**src/rtl/conv2d_engine.sv**
```systemverilog
//==============================================================================
// Module      : conv2d_engine
// Description : Single-layer 2D convolution engine. Loads one KxK weight set
//               at a time into an internal bank, then sweeps a valid-padded,
//               strided window over a square image held in external
//               synchronous memory, using a single signed MAC. Each
//               result is arithmetically shifted by FRAC_BITS, saturated
//               to DATA_W and written to an output memory in ascending
//               address order (filter, row, column).
// Revision    : 1.0 - initial release
//------------------------------------------------------------------------------
// Ports:
//   clock        in   rising-edge clock
//   reset        in   asynchronous, active-high reset
//   start        in   begin a job (only looked at in IDLE)
//   busy         out  high from the cycle after start is taken until done
//   done         out  one-cycle pulse after the final output write
//   img_address  out  image read address  (row*IMG_DIM + col), registered
//   img_data     in   image read data, one cycle after img_address
//   wt_address   out  weight read address (f*K*K + kr*K + kc), registered
//   wt_data      in   weight read data, one cycle after wt_address
//   out_address  out  output address (f*OUT_DIM^2 + r*OUT_DIM + c)
//   out_data     out  saturated result
//   out_wen      out  output write strobe, one cycle per result
//
// Build option:
//   CONV2D_RELU_EN  when defined, negative saturated results are written as 0
//==============================================================================
`default_nettype none

module conv2d_engine #(
  parameter int DATA_W    = 16,
  parameter int IMG_DIM   = 8,
  parameter int K         = 3,
  parameter int STRIDE    = 1,
  parameter int N_FILTERS = 4,
  parameter int FRAC_BITS = 16,
  localparam int OUT_DIM  = (IMG_DIM - K) / STRIDE + 1,
  localparam int KK       = K * K,
  localparam int ACC_W    = 2 * DATA_W + $clog2(KK),
  localparam int IMG_AW   = (IMG_DIM * IMG_DIM > 1) ? $clog2(IMG_DIM * IMG_DIM) : 1,
  localparam int WT_AW    = (N_FILTERS * KK > 1) ? $clog2(N_FILTERS * KK) : 1,
  localparam int OUT_AW   = (N_FILTERS * OUT_DIM * OUT_DIM > 1) ?
                            $clog2(N_FILTERS * OUT_DIM * OUT_DIM) : 1
) (
  input  logic              clock,
  input  logic              reset,
  input  logic              start,
  output logic              busy,
  output logic              done,
  output logic [IMG_AW-1:0] img_address,
  input  logic [DATA_W-1:0] img_data,
  output logic [WT_AW-1:0]  wt_address,
  input  logic [DATA_W-1:0] wt_data,
  output logic [OUT_AW-1:0] out_address,
  output logic [DATA_W-1:0] out_data,
  output logic              out_wen
);

  localparam int CW    = 16;
  localparam int TAP_W = (KK > 1) ? $clog2(KK) : 1;

  localparam logic [CW-1:0]    K_M1   = CW'(K - 1);
  localparam logic [CW-1:0]    OD_M1  = CW'(OUT_DIM - 1);
  localparam logic [CW-1:0]    F_M1   = CW'(N_FILTERS - 1);
  localparam logic [TAP_W-1:0] KK_M1  = TAP_W'(KK - 1);

  localparam logic signed [ACC_W-1:0] SAT_MAX =
    {{(ACC_W - DATA_W + 1){1'b0}}, {(DATA_W - 1){1'b1}}};
  localparam logic signed [ACC_W-1:0] SAT_MIN =
    {{(ACC_W - DATA_W + 1){1'b1}}, {(DATA_W - 1){1'b0}}};
  localparam logic [DATA_W-1:0] D_MAX = {1'b0, {(DATA_W - 1){1'b1}}};
  localparam logic [DATA_W-1:0] D_MIN = {1'b1, {(DATA_W - 1){1'b0}}};

  typedef enum logic [2:0] {
    S_IDLE       = 3'd0,
    S_LOAD_W     = 3'd1,
    S_LOAD_DRAIN = 3'd2,
    S_CONV       = 3'd3,
    S_DRAIN      = 3'd4,
    S_WRITE      = 3'd5,
    S_DONE       = 3'd6
  } state_t;

  state_t r_state;
  state_t w_next;

  // Sweep counters
  logic [CW-1:0]    r_f, r_r, r_c, r_kr, r_kc;
  logic [TAP_W-1:0] r_tap;
  logic [1:0]       r_cnt;

  logic [IMG_AW-1:0] r_img_address;
  logic [WT_AW-1:0]  r_wt_address;
  logic [OUT_AW-1:0] r_out_address;

  // Read-return tags: stage 1 = address on the bus, stage 2 = data on the
  // bus, stage 3 = data captured in r_img_q / r_wt_q and ready to use.
  logic             r_p1_w, r_p2_w, r_p3_w;
  logic             r_p1_i, r_p2_i, r_p3_i;
  logic [TAP_W-1:0] r_p1_tap, r_p2_tap, r_p3_tap;

  logic signed [DATA_W-1:0] r_img_q;
  logic signed [DATA_W-1:0] r_wt_q;
  logic signed [DATA_W-1:0] r_bank [KK];
  logic signed [ACC_W-1:0]  r_acc;
  logic [DATA_W-1:0]        r_out_data;

  logic                      w_last_tap;
  logic                      w_last_pix;
  logic [TAP_W-1:0]          w_tap_next;
  logic [CW-1:0]             w_kr_next, w_kc_next;
  logic [IMG_AW-1:0]         w_img_addr;
  logic [WT_AW-1:0]          w_wt_addr;
  logic [OUT_AW-1:0]         w_out_addr;
  logic signed [DATA_W-1:0]  w_wt_tap;
  logic signed [2*DATA_W-1:0] w_prod;
  logic signed [ACC_W-1:0]   w_acc_base;
  logic signed [ACC_W-1:0]   w_acc_next;
  logic signed [ACC_W-1:0]   w_shift;
  logic [DATA_W-1:0]         w_sat;
  logic [DATA_W-1:0]         w_res;

  assign w_last_tap = (r_tap == KK_M1);
  assign w_last_pix = (r_r == OD_M1) && (r_c == OD_M1);

  assign w_img_addr = IMG_AW'((32'(r_r) * 32'(STRIDE) + 32'(r_kr)) * 32'(IMG_DIM)
                              + 32'(r_c) * 32'(STRIDE) + 32'(r_kc));
  assign w_wt_addr  = WT_AW'(32'(r_f) * 32'(KK) + 32'(r_tap));
  assign w_out_addr = OUT_AW'(32'(r_f) * 32'(OUT_DIM * OUT_DIM)
                              + 32'(r_r) * 32'(OUT_DIM) + 32'(r_c));

  // Kernel tap walk, kr-major, shared by weight load and convolution
  always_comb begin
    w_tap_next = r_tap + TAP_W'(1);
    w_kr_next  = r_kr;
    w_kc_next  = r_kc + CW'(1);
    if (w_last_tap) begin
      w_tap_next = '0;
      w_kr_next  = '0;
      w_kc_next  = '0;
    end else if (r_kc == K_M1) begin
      w_kc_next = '0;
      w_kr_next = r_kr + CW'(1);
    end
  end

  //--------------------------------------------------------------------------
  // FSM
  //--------------------------------------------------------------------------
  always_ff @(posedge clock or posedge reset) begin
    if (reset) begin
      r_state <= S_IDLE;
    end else begin
      r_state <= w_next;
    end
  end

  always_comb begin
    w_next = r_state;
    case (r_state)
      S_IDLE:       if (start) w_next = S_LOAD_W;
      S_LOAD_W:     if (w_last_tap) w_next = S_LOAD_DRAIN;
      S_LOAD_DRAIN: if (r_cnt == 2'd1) w_next = S_CONV;
      S_CONV:       if (w_last_tap) w_next = S_DRAIN;
      S_DRAIN:      if (r_cnt == 2'd2) w_next = S_WRITE;
      S_WRITE: begin
        if (!w_last_pix)       w_next = S_CONV;
        else if (r_f == F_M1)  w_next = S_DONE;
        else                   w_next = S_LOAD_W;
      end
      S_DONE:       w_next = S_IDLE;
      default:      w_next = S_IDLE;
    endcase
  end

  //--------------------------------------------------------------------------
  // Counters and address registers
  //--------------------------------------------------------------------------
  always_ff @(posedge clock or posedge reset) begin
    if (reset) begin
      r_f           <= '0;
      r_r           <= '0;
      r_c           <= '0;
      r_kr          <= '0;
      r_kc          <= '0;
      r_tap         <= '0;
      r_cnt         <= '0;
      r_img_address <= '0;
      r_wt_address  <= '0;
      r_out_address <= '0;
    end else begin
      r_cnt <= '0;
      case (r_state)
        S_IDLE: begin
          if (start) begin
            r_f   <= '0;
            r_r   <= '0;
            r_c   <= '0;
            r_kr  <= '0;
            r_kc  <= '0;
            r_tap <= '0;
          end
        end
        S_LOAD_W: begin
          r_wt_address <= w_wt_addr;
          r_tap        <= w_tap_next;
          r_kr         <= w_kr_next;
          r_kc         <= w_kc_next;
        end
        S_LOAD_DRAIN: begin
          r_cnt <= r_cnt + 2'd1;
        end
        S_CONV: begin
          r_img_address <= w_img_addr;
          r_tap         <= w_tap_next;
          r_kr          <= w_kr_next;
          r_kc          <= w_kc_next;
        end
        S_DRAIN: begin
          r_cnt <= r_cnt + 2'd1;
          // Address is settled just before the write strobe and then held
          if (r_cnt == 2'd2) r_out_address <= w_out_addr;
        end
        S_WRITE: begin
          if (r_c == OD_M1) begin
            r_c <= '0;
            if (r_r == OD_M1) begin
              r_r <= '0;
              r_f <= r_f + CW'(1);
            end else begin
              r_r <= r_r + CW'(1);
            end
          end else begin
            r_c <= r_c + CW'(1);
          end
        end
        default: ;
      endcase
    end
  end

  //--------------------------------------------------------------------------
  // Read return pipeline and MAC
  //--------------------------------------------------------------------------
  assign w_wt_tap   = r_bank[r_p3_tap];
  assign w_prod     = r_img_q * w_wt_tap;
  // First tap of a pixel starts from zero so nothing carries between pixels
  assign w_acc_base = (r_p3_tap == '0) ? '0 : r_acc;
  assign w_acc_next = w_acc_base + ACC_W'(w_prod);
  assign w_shift    = w_acc_next >>> FRAC_BITS;

  always_comb begin
    w_sat = w_shift[DATA_W-1:0];
    if (w_shift > SAT_MAX) begin
      w_sat = D_MAX;
    end else if (w_shift < SAT_MIN) begin
      w_sat = D_MIN;
    end
  end

  always_comb begin
`ifdef CONV2D_RELU_EN
    w_res = w_sat[DATA_W-1] ? '0 : w_sat;
`else
    w_res = w_sat;
`endif
  end

  always_ff @(posedge clock or posedge reset) begin
    if (reset) begin
      r_p1_w     <= 1'b0;
      r_p2_w     <= 1'b0;
      r_p3_w     <= 1'b0;
      r_p1_i     <= 1'b0;
      r_p2_i     <= 1'b0;
      r_p3_i     <= 1'b0;
      r_p1_tap   <= '0;
      r_p2_tap   <= '0;
      r_p3_tap   <= '0;
      r_img_q    <= '0;
      r_wt_q     <= '0;
      r_acc      <= '0;
      r_out_data <= '0;
    end else begin
      r_p1_w   <= (r_state == S_LOAD_W);
      r_p1_i   <= (r_state == S_CONV);
      r_p1_tap <= r_tap;
      r_p2_w   <= r_p1_w;
      r_p2_i   <= r_p1_i;
      r_p2_tap <= r_p1_tap;
      r_p3_w   <= r_p2_w;
      r_p3_i   <= r_p2_i;
      r_p3_tap <= r_p2_tap;
      r_img_q  <= img_data;
      r_wt_q   <= wt_data;
      if (r_p3_i) begin
        r_acc <= w_acc_next;
        if (r_p3_tap == KK_M1) r_out_data <= w_res;
      end
    end
  end

  // Weight bank needs no reset: every slot is rewritten before it is read
  always_ff @(posedge clock) begin
    if (r_p3_w) r_bank[r_p3_tap] <= r_wt_q;
  end

  //--------------------------------------------------------------------------
  // Outputs
  //--------------------------------------------------------------------------
  assign busy        = (r_state != S_IDLE) && (r_state != S_DONE);
  assign done        = (r_state == S_DONE);
  assign out_wen     = (r_state == S_WRITE);
  assign img_address = r_img_address;
  assign wt_address  = r_wt_address;
  assign out_address = r_out_address;
  assign out_data    = r_out_data;

endmodule

`default_nettype wire

```
**config.mk**
```make
export PLATFORM = sky130hd
export DESIGN_NAME = conv2d_engine
export DESIGN_NICKNAME = d
export VERILOG_FILES = /design/src/rtl/conv2d_engine.sv
export SDC_FILE = /design/constraint.sdc
export NUM_CORES = 2
export LEC_CHECK = 0
export CAP_MARGIN = 20
export CORE_UTILIZATION = 30
export DETAILED_ROUTE_END_ITERATION = 12
export PLACE_DENSITY_LB_ADDON = 0.2
export SYNTH_ARGS = -nofsm -noshare
export SYNTH_HDL_FRONTEND = slang
export SYNTH_SLANG_ARGS = --single-unit
```
**constraint.sdc**
```tcl
create_clock -name clock -period 7.36 [get_ports clock]
set_input_delay 1.84 -clock clock [delete_from_list [all_inputs] [get_ports clock]]
set_output_delay 1.84 -clock clock [all_outputs]
set_load 0.05 [all_outputs]
```
==> summary.txt <==
DRC errors left: 12
largest net degree at the start of global routing: 111
status: finished, violations left
row count: 109
CP most frequent cell: fa_1
max-cap violations: 0
Post-Syn Area: 0.0269 sq mm
WP data required: 7.79 ns
Cell variety after synth: 77
Final Util: 0.383
Post-Route Skew: 0.0464 ns
post-route clock period utilization: 1.06
Final Hold Viols: 0
global-route wire length before repair: 110000 um
RSZ-0062 raised after global routing: true
I/O Buffers: 73
layout overhead on the synthesized area: 26.2%
initial antenna violation count: 0
WL per Instance: 17.3 um
Final Setup Violations: 26
worst-skew pair later-pin latency: 0.60 ns
root buf cell: clkbuf_16
Initial Util: 0.304
hpwl dp: 51900 um
Setup CP Type: reg2reg
fmax: 128 MHz
Crit Path Max Fanout: 8
drt first-iter violations: 799
TritonRoute pass-1 iters: 9
sequential fraction of the synthesis area: 0.345
vias per inst: 4.59
final net count: 3248
die area: 0.0908 sq mm
Ys Warns: 0
Placed Cells: 3788
Syn Area/Cell: 11.0 sq um
number of nets with antenna violations after routing: 0
min-delay worst type: reg2reg
Tot GR Track Use: 0.154
failing checks: design-rule violations, negative setup slack
number of global-route vias before repair: 19700
register bit total from synthesis: 342
Final Non-Filler Cells: 3937
CTS Sinks: 342
GPL Wtd Cong: 0.823
Post-synth EDFFs: 144
Syn Nets: 2953
Die Span X: 301 um
Clock transition at path regs: 0.06 ns
Gate Count Post-Synth: 2441
Worst slew margin: 0.317
Period minus WS final: 7.81 ns
asr flop ratio synth: 0.579
CP max stage cell: fa_1
Core Box Area: 0.0885 sq mm
Most used DFF post-synth: dfrtp_1
DR vias: 18100
Final WS setup: -0.447 ns
I/O pins: 74
GRT overflow: 0
clk buf depth: 3
Max stage delay on crit path: 0.53 ns
nature of the critical path endpoint: register
die span in y: 301 um
final WL: 68100 um
ratio of cells with drive above 1 in the final layout: 0.216
CTS tree: built
Num CTS Buffers: 42
Least-Margin Pin Slew: 1.02 ns
CTS H-tree depth: 2
Startpoint Class: register
max-slew violations: 0
Worst EP arrival: 8.23 ns
## flip-flops by register name, summed over array words and instances, names as in the netlist, 8 cells and up
name / count
r_bank: 144
r_acc: 36
out_data: 16
r_c: 16
r_f: 16
r_img_q: 16
r_kc: 16
r_r: 16
r_wt_q: 16
out_address: 8
## routing by layer
layer / global-route usage / wire length (um) / up-vias
li1: - / - / 8475
met1: 0.213 / 31600 / 9282
met2: 0.253 / 32900 / 241
met3: 0.0220 / 2220 / 75
met4: 0.0392 / 1380 / 0
met5: 0 / 0 / -
## path summary, 6_finish.rpt
kind	depth (start not counted)	from	slack [ns]	end
worst max-delay path	34	r_p3_tap[0]	-0.45	out_data[1]
worst min-delay path	0	r_p2_tap[2]	0.34	r_p3_tap[2]
worst max register to register	34	r_p3_tap[0]	-0.45	out_data[1]
worst min register to register	0	r_p2_tap[2]	0.34	r_p3_tap[2]
max in group asynchronous	3	reset	4.42	r_p3_tap[0]
min in group asynchronous	2	reset	1.77	out_data[11]
## logic make-up after synthesis
kind of cell,after synthesis,share of synthesized area
simple gates,646,0.122
flops,342,0.345
mux,90,0.0514
compound gates,279,0.0657
xor+xnor,88,0.0287
buf+inv,519,0.0738
fa+ha+maj,477,0.313
## synth_stat cells, types with 5 or more instances
library cell  number  area share
nand3_1           38      0.0071
and3_1            12      0.0028
a211oi_1          11      0.0031
xnor2_1           55       0.018
o211ai_1           5      0.0014
or3_1             16      0.0037
o21ai_1            9      0.0017
and2_1            40      0.0093
xor2_1            33       0.011
inv_1            436       0.061
a21o_1            20      0.0056
o21bai_1           8      0.0022
o21a_1             5      0.0014
nand2b_1          20      0.0047
fa_1             326        0.24
nor4_1             9      0.0021
ha_1             151       0.070
edfxtp_1         144        0.16
dfrtp_1          198        0.18
nor2_1           124       0.017
clkbuf_1          71      0.0099
nand2_1          185       0.026
mux2i_1           19      0.0071
a31oi_1            5      0.0012
mux2_2            37       0.016
nand4_1           21      0.0049
mux4_2            28       0.023
o21ai_0           96       0.018
nor2b_1          128       0.030
o32ai_1           15      0.0049
and2b_1            5      0.0014
nor3_1            23      0.0043
a21oi_1           69       0.013
## worst max-delay path: cells and delay by family (launching register included)
kind / cells / cell delay [ns]
multiplexers: 2 / 0.64
flip-flops: 1 / 0.45
AND/OR/NAND/NOR: 7 / 0.83
buffers and inverters: 14 / 1.49
adder cells (fa/ha/maj): 7 / 3.22
AO/OA/AOI/OAI: 4 / 1.00
## stage by stage
stage	hold WS (ns)	setup TNS, ns	setup slack [ns]	area [sq um]
floorplan	0.331	-1.19	-0.121	27200
global placement	0.334	-8.85	-0.448	30700
detailed placement	0.335	-9.48	-0.529	30700
CTS	0.345	-11.25	-0.537	32600
global route	0.353	-16.98	-0.743	33900
finish	0.341	-8.08	-0.447	33900
## final cells by class
class / instances / area (sq um)
timing repair buffer: 334 / 3330
clock buffer: 61 / 1170
clock inverter: 17 / 263
multi-input combinational: 1580 / 16800
antenna: 2 / 5.00
sequential: 342 / 9280
tap: 1165 / 1460
inverter: 436 / 1640
fill: 8560 / 54600
## layout by cell type, fill, tap and decap left out, types with 24 or more instances in the layout
master,count
and2_1,38
nor2b_1,122
buf_12,32
fa_1,305
clkdlybuf4s50_1,73
buf_6,29
nand3_1,35
inv_2,24
buf_4,192
edfxtp_1,144
mux4_2,31
nand2_1,178
xnor2_1,50
xor2_1,29
a21oi_1,52
o21ai_0,83
clkbuf_16,47
ha_1,126
dfrtp_1,195
nor2_1,122
inv_1,411
mux2_2,32
## timing repair
item | in CTS | in global routing
gates resized for setup | 47 | 185
cloned | 2 | 4
buffers inserted | 29 | 41
hold buffers | 0 | 0
setup endpoints to repair | 32 | 36
hold endpoints to repair | 0 | 0
pin swaps | 22 | 103
Power is left out: the tool's default activity adds up to more than one toggle a clock period on the data nets, which glitch-free logic cannot reach.
